**config.mk**
```make
export PLATFORM = sky130hd
export DESIGN_NAME = sample_fifo_flat
export DESIGN_NICKNAME = d
export VERILOG_FILES = /design/src/rtl/sample_fifo_if.sv /design/src/rtl/sample_fifo.sv /design/src/flat_wrapper.sv
export SDC_FILE = /design/constraint.sdc
export NUM_CORES = 1
export LEC_CHECK = 0
export ABC_AREA = 0
export BUFFER_PORTS_ARGS = -buffer_cell sky130_fd_sc_hd__buf_4
export CORE_ASPECT_RATIO = 2
export CORE_MARGIN = 2
export CORE_UTILIZATION = 40
export CTS_CLUSTER_DIAMETER = 30
export DETAILED_ROUTE_END_ITERATION = 12
export PLACE_DENSITY = 0.66
export SYNTH_ARGS = -nofsm -noshare
export SYNTH_HDL_FRONTEND = slang
export SYNTH_SLANG_ARGS = --single-unit
```
**constraint.sdc**
```tcl
create_clock -name CLK -period 5.9 [get_ports CLK]
set_input_delay 0.295 -clock CLK [delete_from_list [all_inputs] [get_ports CLK]]
set_output_delay 0.295 -clock CLK [all_outputs]
set_load 0.05 [all_outputs]
```
**src/rtl/sample_fifo_if.sv**
```systemverilog
// Handshake bundle between a sample producer/consumer and sample_fifo.
// The master modport is the environment side; the slave modport is the FIFO side.
interface sample_fifo_if #(
   parameter int WIDTH = 8,
   parameter int DEPTH = 4
);
   logic [WIDTH-1:0]         XIN;
   logic                     XIN_VALID;
   logic                     XIN_READY;
   logic [WIDTH-1:0]         XOUT;
   logic                     XOUT_VALID;
   logic                     XOUT_READY;
   logic [$clog2(DEPTH):0]   COUNT;
   logic                     OVERFLOW;

   modport master (
      output XIN, XIN_VALID, XOUT_READY,
      input  XIN_READY, XOUT, XOUT_VALID, COUNT, OVERFLOW
   );

   modport slave (
      input  XIN, XIN_VALID, XOUT_READY,
      output XIN_READY, XOUT, XOUT_VALID, COUNT, OVERFLOW
   );
endinterface

```
**src/rtl/sample_fifo.sv**
```systemverilog
// First-word-fall-through sample FIFO with valid/ready on both sides,
// a sticky overflow flag for dropped samples and a synchronous flush (CLR).
module sample_fifo #(
   parameter int WIDTH = 8,
   parameter int DEPTH = 4
) (
   input  logic           CLK,
   input  logic           RESET,
   input  logic           CLR,
   sample_fifo_if.slave   bus
);
   localparam int AW = $clog2(DEPTH);
   localparam int CW = AW + 1;
   localparam logic [CW-1:0] FULL_COUNT = CW'(DEPTH);

   logic [WIDTH-1:0] mem_r [DEPTH];
   logic [AW-1:0]    wr_ptr_r;
   logic [AW-1:0]    rd_ptr_r;
   logic [CW-1:0]    count_r;
   logic             overflow_r;

   logic             ready_s;
   logic             valid_s;
   logic             push_s;
   logic             pop_s;
   logic             drop_s;
   logic [WIDTH-1:0] head_s;

   // Handshake decode; a flush cycle swallows both push and pop and never flags a drop.
   always_comb begin
      ready_s = (count_r != FULL_COUNT);
      valid_s = (count_r != {CW{1'b0}});
      push_s  = bus.XIN_VALID & ready_s & ~CLR;
      pop_s   = bus.XOUT_VALID & bus.XOUT_READY & ~CLR;
      drop_s  = bus.XIN_VALID & ~ready_s & ~CLR;
      if (valid_s) begin
         head_s = mem_r[rd_ptr_r];
      end else begin
         head_s = {WIDTH{1'b0}};
      end
   end

   // Storage array; contents are don't-care while empty, so no reset.
   always_ff @(posedge CLK) begin
      if (push_s) begin
         mem_r[wr_ptr_r] <= bus.XIN;
      end
   end

   // Pointers, occupancy and the sticky overflow flag.
   always_ff @(posedge CLK or negedge RESET) begin
      if (!RESET) begin
         wr_ptr_r   <= {AW{1'b0}};
         rd_ptr_r   <= {AW{1'b0}};
         count_r    <= {CW{1'b0}};
         overflow_r <= 1'b0;
      end else if (CLR) begin
         wr_ptr_r   <= {AW{1'b0}};
         rd_ptr_r   <= {AW{1'b0}};
         count_r    <= {CW{1'b0}};
         overflow_r <= 1'b0;
      end else begin
         if (push_s) begin
            wr_ptr_r <= wr_ptr_r + AW'(1);
         end
         if (pop_s) begin
            rd_ptr_r <= rd_ptr_r + AW'(1);
         end
         case ({push_s, pop_s})
            2'b10:   count_r <= count_r + CW'(1);
            2'b01:   count_r <= count_r - CW'(1);
            default: count_r <= count_r;
         endcase
         if (drop_s) begin
            overflow_r <= 1'b1;
         end
      end
   end

   assign bus.XIN_READY  = ready_s;
   assign bus.XOUT_VALID = valid_s;
   assign bus.XOUT       = head_s;
   assign bus.COUNT      = count_r;
   assign bus.OVERFLOW   = overflow_r;
endmodule

```
**src/flat_wrapper.sv**
```systemverilog
// flat-port wrapper written by rule: the top's interface ports become plain ports
module sample_fifo_flat 
#(
   parameter int WIDTH = 8,
   parameter int DEPTH = 4
)
  (CLK, RESET, CLR, bus_XIN, bus_XIN_VALID, bus_XOUT_READY, bus_XIN_READY, bus_XOUT, bus_XOUT_VALID, bus_COUNT, bus_OVERFLOW);
  sample_fifo_if #(.WIDTH(WIDTH), .DEPTH(DEPTH)) bus_i ();
  input  logic CLK;
  input  logic RESET;
  input  logic CLR;
  input wire logic [$bits(bus_i.XIN)-1:0] bus_XIN;
  input wire logic [$bits(bus_i.XIN_VALID)-1:0] bus_XIN_VALID;
  input wire logic [$bits(bus_i.XOUT_READY)-1:0] bus_XOUT_READY;
  output wire logic [$bits(bus_i.XIN_READY)-1:0] bus_XIN_READY;
  output wire logic [$bits(bus_i.XOUT)-1:0] bus_XOUT;
  output wire logic [$bits(bus_i.XOUT_VALID)-1:0] bus_XOUT_VALID;
  output wire logic [$bits(bus_i.COUNT)-1:0] bus_COUNT;
  output wire logic [$bits(bus_i.OVERFLOW)-1:0] bus_OVERFLOW;
  assign bus_i.XIN = bus_XIN;
  assign bus_i.XIN_VALID = bus_XIN_VALID;
  assign bus_i.XOUT_READY = bus_XOUT_READY;
  assign bus_XIN_READY = bus_i.XIN_READY;
  assign bus_XOUT = bus_i.XOUT;
  assign bus_XOUT_VALID = bus_i.XOUT_VALID;
  assign bus_COUNT = bus_i.COUNT;
  assign bus_OVERFLOW = bus_i.OVERFLOW;
  sample_fifo #(.WIDTH(WIDTH), .DEPTH(DEPTH)) u_core (.CLK(CLK), .RESET(RESET), .CLR(CLR), .bus(bus_i));
endmodule
```
# Word level (Yosys, flattened, before mapping)
# Memory sizes are Yosys's and may differ from the RTL's.
# Index checks and enable logic that the tools add are counted.
[word_totals]
ff_bits = 8
ram_bits = 32
inputBits = 13
elab_cells = 36
memories = 1
[mem_list]
columns = ["name", "words", "word_bits", "read_ports", "rd_clocked_by_memory_dff", "write_ports", "line_no", "source"]
rows = [
  ["u_core.mem_r", 4, 8, 1, 0, 1, "sample_fifo.sv:16", "logic [WIDTH-1:0] mem_r [DEPTH];"],
]
[classes]
addsub = 4
n_eq_ne = 3
n_mux = 11
bitwise_logic = 8
n_reduce_logical = 5
[ops]
columns = ["operator", "n"]
rows = [
  ["2-bit two-way mux", 4],
  ["8-bit two-way mux", 1],
  ["1-bit AND", 6],
  ["3-bit case mux with 2 select lines", 1],
  ["2-bit nonzero test", 3],
  ["3-bit nonzero test", 2],
  ["2-bit by 1-bit adder with 2-bit output (second input constant)", 2],
  ["1-bit two-way mux", 4],
  ["3-bit by 1-bit adder with 3-bit output (second input constant)", 1],
  ["3-bit two-way mux", 1],
  ["3-bit inequality test (second input constant)", 1],
  ["3-bit by 1-bit subtractor with 3-bit output (second input constant)", 1],
  ["2-bit by 1-bit equality test with 1-bit output (second input constant)", 1],
  ["2-bit equality test (second input constant)", 1],
  ["1-bit NOT", 2],
]

# Depth between registers and ports, before layout
# Gate-level depths: netlist of run 1.
[logic_depth]
word_depth = 6
mapped_depth = 9
mapped_depth_nobuf = 7

# Worst setup path before layout of run 1
# No wires, ideal clock.
[synth_path]
path_kind = "reg2reg"
start = "register u_core.count_r[0] (netlist: u_core.bus.COUNT[0])"
end = "register u_core.count_r[2] (netlist: u_core.bus.COUNT[2])"
setup_ns = 0.082
t_arrival_ns = 2.849
path_slack_ns = 2.969
path_stages_with_launch = 10
path_buffers = 2
path_cell_list = "dfrtp_1 -> buf_4 -> or3_1 -> buf_2 -> nand2_1 -> nor3b_1 -> fa_1 -> or4b_1 -> a21o_1 -> a31oi_1"
[synth_between]
elab_chain_cells = 6
word_cells_on_any_way = 13
[synth_lines]
columns = ["element", "line_no", "source"]
rows = [
  ["start: declaration", "sample_fifo.sv:19", "logic [CW-1:0] count_r;"],
  ["start signal: assignment", "sample_fifo.sv:55", "count_r <= {CW{1'b0}};"],
  ["start signal: assignment", "sample_fifo.sv:60", "count_r <= {CW{1'b0}};"],
  ["start signal: assignment", "sample_fifo.sv:70", "2'b10: count_r <= count_r + CW'(1);"],
  ["3-bit nonzero test (*)", "sample_fifo.sv:32", "valid_s = (count_r != {CW{1'b0}});"],
  ["named net bus_XOUT_VALID", "flat_wrapper.sv:17", "output wire logic [$bits(bus_i.XOUT_VALID)-1:0] bus_XOUT_VALID;"],
  ["1-bit AND (*) (2 in series)", "sample_fifo.sv:34", "pop_s = bus.XOUT_VALID & bus.XOUT_READY & ~CLR;"],
  ["2-bit by 1-bit equality test with 1-bit output / 2-bit equality test (equally long branches)", "sample_fifo.sv:69", "case ({push_s, pop_s})"],
  ["3-bit case mux with 2 select lines", "sample_fifo.sv:69", ""],
  ["3-bit two-way mux", "sample_fifo.sv:57", "end else if (CLR) begin"],
]
# Mark *: on every way through the listed nets, which the timed path passes. The rest lies on a longest branch.
# A chain may end at the register's enable or synchronous reset.

# Final worst setup path of run 1
[layout_path]
start = "register u_core.count_r[0] (netlist: u_core.bus.COUNT[0])"
end = "register u_core.count_r[2] (netlist: u_core.bus.COUNT[2])"
[layout_between]
elab_chain_cells = 6
word_cells_on_any_way = 13
[layout_lines]
columns = ["element", "line_no"]
rows = [
  ["3-bit inequality test / 3-bit nonzero test (equally long branches)", "sample_fifo.sv:31, sample_fifo.sv:32"],
  ["1-bit AND (on tied branches) (2 in series)", "sample_fifo.sv:33, sample_fifo.sv:34"],
  ["2-bit by 1-bit equality test with 1-bit output / 2-bit equality test (equally long branches)", "sample_fifo.sv:69"],
  ["3-bit case mux with 2 select lines", "sample_fifo.sv:69"],
  ["3-bit two-way mux", "sample_fifo.sv:57"],
]
# Several ways; a longest one is shown, not always the timed one.

==> flow_metrics.tcl, run 1 <==
set metrics [dict create \
    status "finished, final reports clean" \
    cp.arrival_ns 2.87 \
    setup_tns_ns 0 \
    wl_per_cell_um 15.4 \
    ir_drop_uv 265 \
    clock_skew_ns 0.00670 \
    clock-sinks 40 \
    cts_tree "built" \
    crit_chain "or3_1 > nand2_1 > nor3b_1 > fa_1 > or4b_1 > a21o_1 > a31oi_1" \
    max_freq_mhz 377 \
    die_y_um 99.1 \
    synth_area_um2 1810 \
    cts_buffers 5 \
    grt-ovfl-total 0 \
    cp_slowest_stage_delay_ns 0.55 \
    grt_max_degree 17 \
    worst_pin_slew_ns 0.572 \
    vias 1046 \
    fin_crit_ns 2.65 \
    endpoint_kind "flip-flop" \
    maxCapViolCount 0 \
    htreeDepth 2 \
    yosys.cell_types.count 31 \
    setup_violations 0 \
    clock_latency_ns 0.30 \
    finalHoldViolCount 0 \
    power_density_nw_per_um2 327 \
    synth_nets 140 \
    slowest_stage "or3_1" \
    first_iter_violations 21 \
    grt_pass1_vias 1082 \
    slew_headroom_pct 61.9 \
    core_um2 4340 \
    grt_pass1_wl_mm 5.16 \
    worstHoldPathType "in2reg" \
    antenna_found_initial 0 \
    fillers 394 \
    synth_seq_area_share_pct 64.1 \
    p_leak_uw 0.000802 \
    ys_warn_count 0 \
    ant_nets 0 \
    viasPerCell 5.18 \
    yosys_register_bits 40 \
    antenna_cells 0 \
    cp.required_ns 6.12 \
    die-area_um2 5110 \
    avgSynthCellArea_um2 14.8 \
    dp_hpwl_mm 2.19 \
    start_kind "flip-flop" \
    core.rowCount 34 \
    ctsRootBufferMaster "clkbuf_8" \
    synthCells 122 \
    area_growth_pct 18.5 \
    start_util_pct 41.7 \
    gp_congestion 0.767 \
    slew_viol_final 0 \
    dr.pass1.iters 4 \
    layout_common_cells "edfxtp_1 (32), buf_4 (26), and2_1 (12)" \
    final_nets 165 \
    grt.total_usage_pct 14.1 \
    layout_commonest_cell "edfxtp_1" \
    whs_ns 0.195 \
    wl_mm 3.11 \
    die_width_um 51.6 \
    cts.path.max_buffers 2 \
    worstPathMaxFanout 11 \
    path_class "reg2reg" \
    io_buffers 26 \
    io_pins 27 \
    drc 0 \
    grt_setup_unrepaired "no" \
    clkTransAtPathRegs_ns 0.08 \
    layout-drive-gt1-share_pct 28.4 \
    finalCritPeriodShare_pct 45.0 \
]
## what timing repair did
| item | 4_1_cts | 5_1_grt |
|---|---|---|
| buffers inserted | 0 | 0 |
| hold endpoints to repair | 8 | 0 |
| hold buffers | 1 | 0 |
| gates resized for setup | 0 | 0 |
## metal layers
metal / global-route usage [%] / routed length [µm] / vias to the layer above
met4: 7.29 / 68 / 0
met2: 25.0 / 1730 / 31
li1: - / - / 496
met3: 3.60 / 136 / 6
met5: 0 / 0 / -
met1: 14.6 / 1170 / 513
## sequential cells by signal, indices dropped and copies added (netlist names)
name / count
u_core.bus.COUNT: 3
u_core.wr_ptr_r: 2
u_core.rd_ptr_r: 2
u_core.bus.OVERFLOW: 1
u_core.mem_r: 32
## Yosys cell counts (all sizes together)
master | count | area (µm²)
a2111oi | 1 | 8.76
a21o | 2 | 15.0
a21oi | 4 | 20.0
a31oi | 2 | 12.5
and2 | 12 | 75.1
and3b | 1 | 8.76
buf | 7 | 35.0
clkbuf | 2 | 10.0
dfrtp | 8 | 200
edfxtp | 32 | 961
fa | 1 | 20.0
ha | 4 | 50.1
inv | 3 | 11.3
mux4 | 8 | 180
nand2 | 5 | 18.8
nand2b | 1 | 6.26
nand3 | 5 | 25.0
nor2 | 8 | 32.5
nor2b | 1 | 6.26
nor3b | 2 | 15.0
nor4 | 1 | 6.26
o211ai | 1 | 7.51
o21ai | 2 | 10.0
or3 | 2 | 12.5
or3b | 1 | 8.76
or4b | 1 | 10.0
xnor2 | 2 | 17.5
xor2 | 3 | 26.3
## worst max-delay path, delay by kind of cell, from the launching register on
| kind | cells | cell delay (ns) |
|---|---|---|
| and+or+nand+nor | 4 | 1.32 |
| DFF | 1 | 0.51 |
| adders and majority gates | 1 | 0.42 |
| AOI/OAI and AO/OA | 2 | 0.32 |
## power by group
part | total, µW | switching, µW | leakage, µW | internal, µW
combinational | 147 | 90.0 | 0.000349 | 56.7
sequential | 334 | 16.5 | 0.000399 | 318
clock | 220 | 94.2 | 0.0000552 | 125
total | 701 | 201 | 0.000802 | 500
## final cells by class
type | count | area (µm²) | share of cell area [%]
tap | 54 | 67.6 | 3.15
multi-input combinational | 70 | 593 | 27.6
inverter | 3 | 11.3 | 0.525
timing repair buffer | 27 | 205 | 9.56
clock inverter | 2 | 35.0 | 1.63
clock buffer | 6 | 72.6 | 3.38
sequential | 40 | 1160 | 54.1
## per-stage QoR
| stage | power [µW] | cells | setup slack [ns] | area [µm²] | util [%] |
|---|---|---|---|---|---|
| 2_1_floorplan | 447 | 122 | 2.97 | 1810 | - |
| 3_3_place_gp | 486 | 193 | 3.32 | 2030 | 46.7 |
| 3_5_place_dp | 489 | 193 | 3.21 | 2030 | 46.7 |
| 4_1_cts | 706 | 202 | 3.20 | 2150 | 49.5 |
| 5_1_grt | 727 | 202 | 3.09 | 2150 | 49.5 |
| 6_report | 701 | 202 | 3.25 | 2150 | 49.5 |
## path summary, 6_finish.rpt
kind                                      from                  end  slack [ns]  cells past startpoint
max                        u_core.bus.COUNT[0]  u_core.bus.COUNT[2]        3.25                      7
min                                 bus_XIN[6]   u_core.mem_r[3][6]        0.19                      1
max reg2reg                u_core.bus.COUNT[0]  u_core.bus.COUNT[2]        3.25                      7
min reg2reg                u_core.bus.OVERFLOW  u_core.bus.OVERFLOW        0.56                      2
max in group asynchronous                RESET   u_core.rd_ptr_r[1]        5.42                      2
min in group asynchronous                RESET  u_core.bus.OVERFLOW        0.35                      2
## cells by family after synthesis
kind of cell	after synthesis	synth area share (%)
xor+xnor	5	2.42
fa+ha+maj	5	3.87
compound gates	12	4.08
flops	40	64.1
buf+inv	12	3.11
mux	8	9.95
simple gates	40	12.4
Power figures use the tool's default switching activity.
==> inputs of run 2 (changes only) <==
==> constraint.sdc (replaced) <==
create_clock -name CLK -period 2.5 [get_ports CLK]
set_input_delay 0.125 -clock CLK [delete_from_list [all_inputs] [get_ports CLK]]
set_output_delay 0.125 -clock CLK [all_outputs]
set_load 0.05 [all_outputs]
==> run 2 against run 1 <==
Sequential share of layout area shrank 0.35 points. Via count increased by 0.19%. Highest routed layer unchanged. Clock power rose by 77%. Worst hold slack got worse by 0.15 ns. Cell area up 0.87%. Utilization rose by 0.43 points. Critical path type unchanged. Non-clock buffer count rose by 3. First-iteration DRC count down 14%. Register-to-register slack worse by 3.2 ns. Sequential cell count unchanged. Routed wire length grew 3.2%.
==> flow_metrics.tcl, run 2 (synthesized netlist as in run 1, its figures left out) <==
set metrics [dict create \
    status "finished, final reports clean" \
    p_leak_uw 0.000808 \
    whs_ns 0.0400 \
    setup_violations 0 \
    io_pins 27 \
    grt_pass1_vias 1135 \
    cts_tree "built" \
    first_iter_violations 18 \
    start_kind "flip-flop" \
    r2r-start "u_core.bus.COUNT[0]" \
    area_growth_pct 19.6 \
    core_um2 4340 \
    cts_buffers 5 \
    clock_skew_ns 0.00756 \
    finalHoldViolCount 0 \
    crit_path_start "u_core.bus.COUNT[0]" \
    regMostFlops "u_core.mem_r" \
    htreeDepth 2 \
    finalCritPeriodShare_pct 96.6 \
    maxCapViolCount 0 \
    power_density_nw_per_um2 716 \
    ant_nets 0 \
    grt.total_usage_pct 14.2 \
    wl_per_cell_um 15.6 \
    antenna_cells 0 \
    wl_met3_um 144 \
    grt-ovfl-total 0 \
    cts_setup_buffers 0 \
    grt_pass1_wl_mm 5.18 \
    cp_top_family "simple AND/OR/NAND/NOR gates" \
    wl_met1_mm 1.13 \
    placed_cell_area_um2 2070 \
    wl_met2_mm 1.83 \
    crit_chain "or3_4 > nand2_4 > nor3b_2 > fa_2 > or4b_1 > a21o_1 > a31oi_1" \
    grt_setup_unrepaired "no" \
    cp_slowest_stage_delay_ns 0.53 \
    clkTransAtPathRegs_ns 0.07 \
    io_buffers 26 \
    die-area_um2 5110 \
    die_y_um 99.1 \
    fillers 391 \
    dp_hpwl_mm 2.33 \
    vias 1048 \
    gp_congestion 0.742 \
    path_class "reg2reg" \
    stdcell_area_um2 2160 \
    endpoint_kind "flip-flop" \
    post_cts_resized 0 \
    drc 0 \
    worst_pin_slew_ns 0.595 \
    cts_hold_buf 1 \
    slew_headroom_pct 60.3 \
    critPathBufInv 0 \
    grt_max_degree 17 \
    layout_commonest_cell "edfxtp_1" \
    ir_drop_uv 464 \
    cp.arrival_ns 2.60 \
    final_nets 168 \
    ctsRootBufferMaster "clkbuf_8" \
    die_width_um 51.6 \
    worstPathMaxFanout 11 \
    slowest_stage "or4b_1" \
    cts.path.max_buffers 2 \
    largest_reg_flops 32 \
    dr.pass1.iters 4 \
    start_util_pct 41.7 \
    wl_mm 3.21 \
    viasPerCell 5.11 \
    fin_crit_ns 2.41 \
    cp.required_ns 2.68 \
    worstHoldPathType "in2reg" \
    clock_latency_ns 0.28 \
    layout-drive-gt1-share_pct 33.1 \
    core.rowCount 34 \
    min_from "bus_XIN[7]" \
    layout_common_cells "edfxtp_1 (32), buf_4 (29), and2_1 (12)" \
    antenna_found_initial 0 \
    clock-sinks 40 \
    routed.top_layer "met4" \
    slew_viol_final 0 \
    finalPower_uw 1550 \
    max_freq_mhz 414 \
]
[run 2: cell types whose count changed in the layout (fill, tap and decap cells not counted), sizes merged]
| cell | previous run | this run |
|---|---|---|
| buf | 26 | 29 |
| clkbuf | 6 | 7 |
| bufinv | 1 | 0 |
[run 2: final timing paths]
kind | endpoint | slack [ns] | cells after the start
hold / removal | u_core.mem_r[0][7] | 0.04 | 1
max in group asynchronous | u_core.bus.COUNT[0] | 2.15 | 2
setup / recovery | u_core.bus.COUNT[2] | 0.09 | 7
setup reg to reg | u_core.bus.COUNT[2] | 0.09 | 7
min in group asynchronous | u_core.rd_ptr_r[0] | 0.20 | 2
hold reg to reg | u_core.bus.OVERFLOW | 0.53 | 2
[run 2: report_power, final]
group | total, µW | leakage (µW) | switching [µW] | internal [µW]
clock network | 389 | 0.0000422 | 193 | 195
registers | 779 | 0.000396 | 27.7 | 751
logic | 382 | 0.000370 | 235 | 147
[run 2: per-stage QoR]
stage,setup TNS (ns),util (%),cells,setup WS [ns]
after floorplan,-0.108,-,122,-0.108
after global placement,0,47.8,196,0.269
after detailed placement,0,47.8,196,0.144
after CTS,0,49.9,205,0.137
after global routing,0,49.9,205,0.0257
final,0,49.9,205,0.0852
[run 2: final cells by class]
| cell class | instances | area, µm² | area share (%) |
|---|---|---|---|
| clock inverter | 1 | 5.00 | 0.231 |
| multi-input combinational | 70 | 613 | 28.3 |
| sequential | 40 | 1160 | 53.8 |
| clock buffer | 7 | 76.3 | 3.53 |
| inverter | 3 | 11.3 | 0.520 |
| tap | 54 | 67.6 | 3.12 |
| timing repair buffer | 30 | 228 | 10.5 |
[run 2: per-layer routing]
metal  track usage (%)  up-vias
met5                 0        -
met4              9.92        0
met3              2.70        7
met2              25.1       33
met1              14.2      508
li1                  -      500
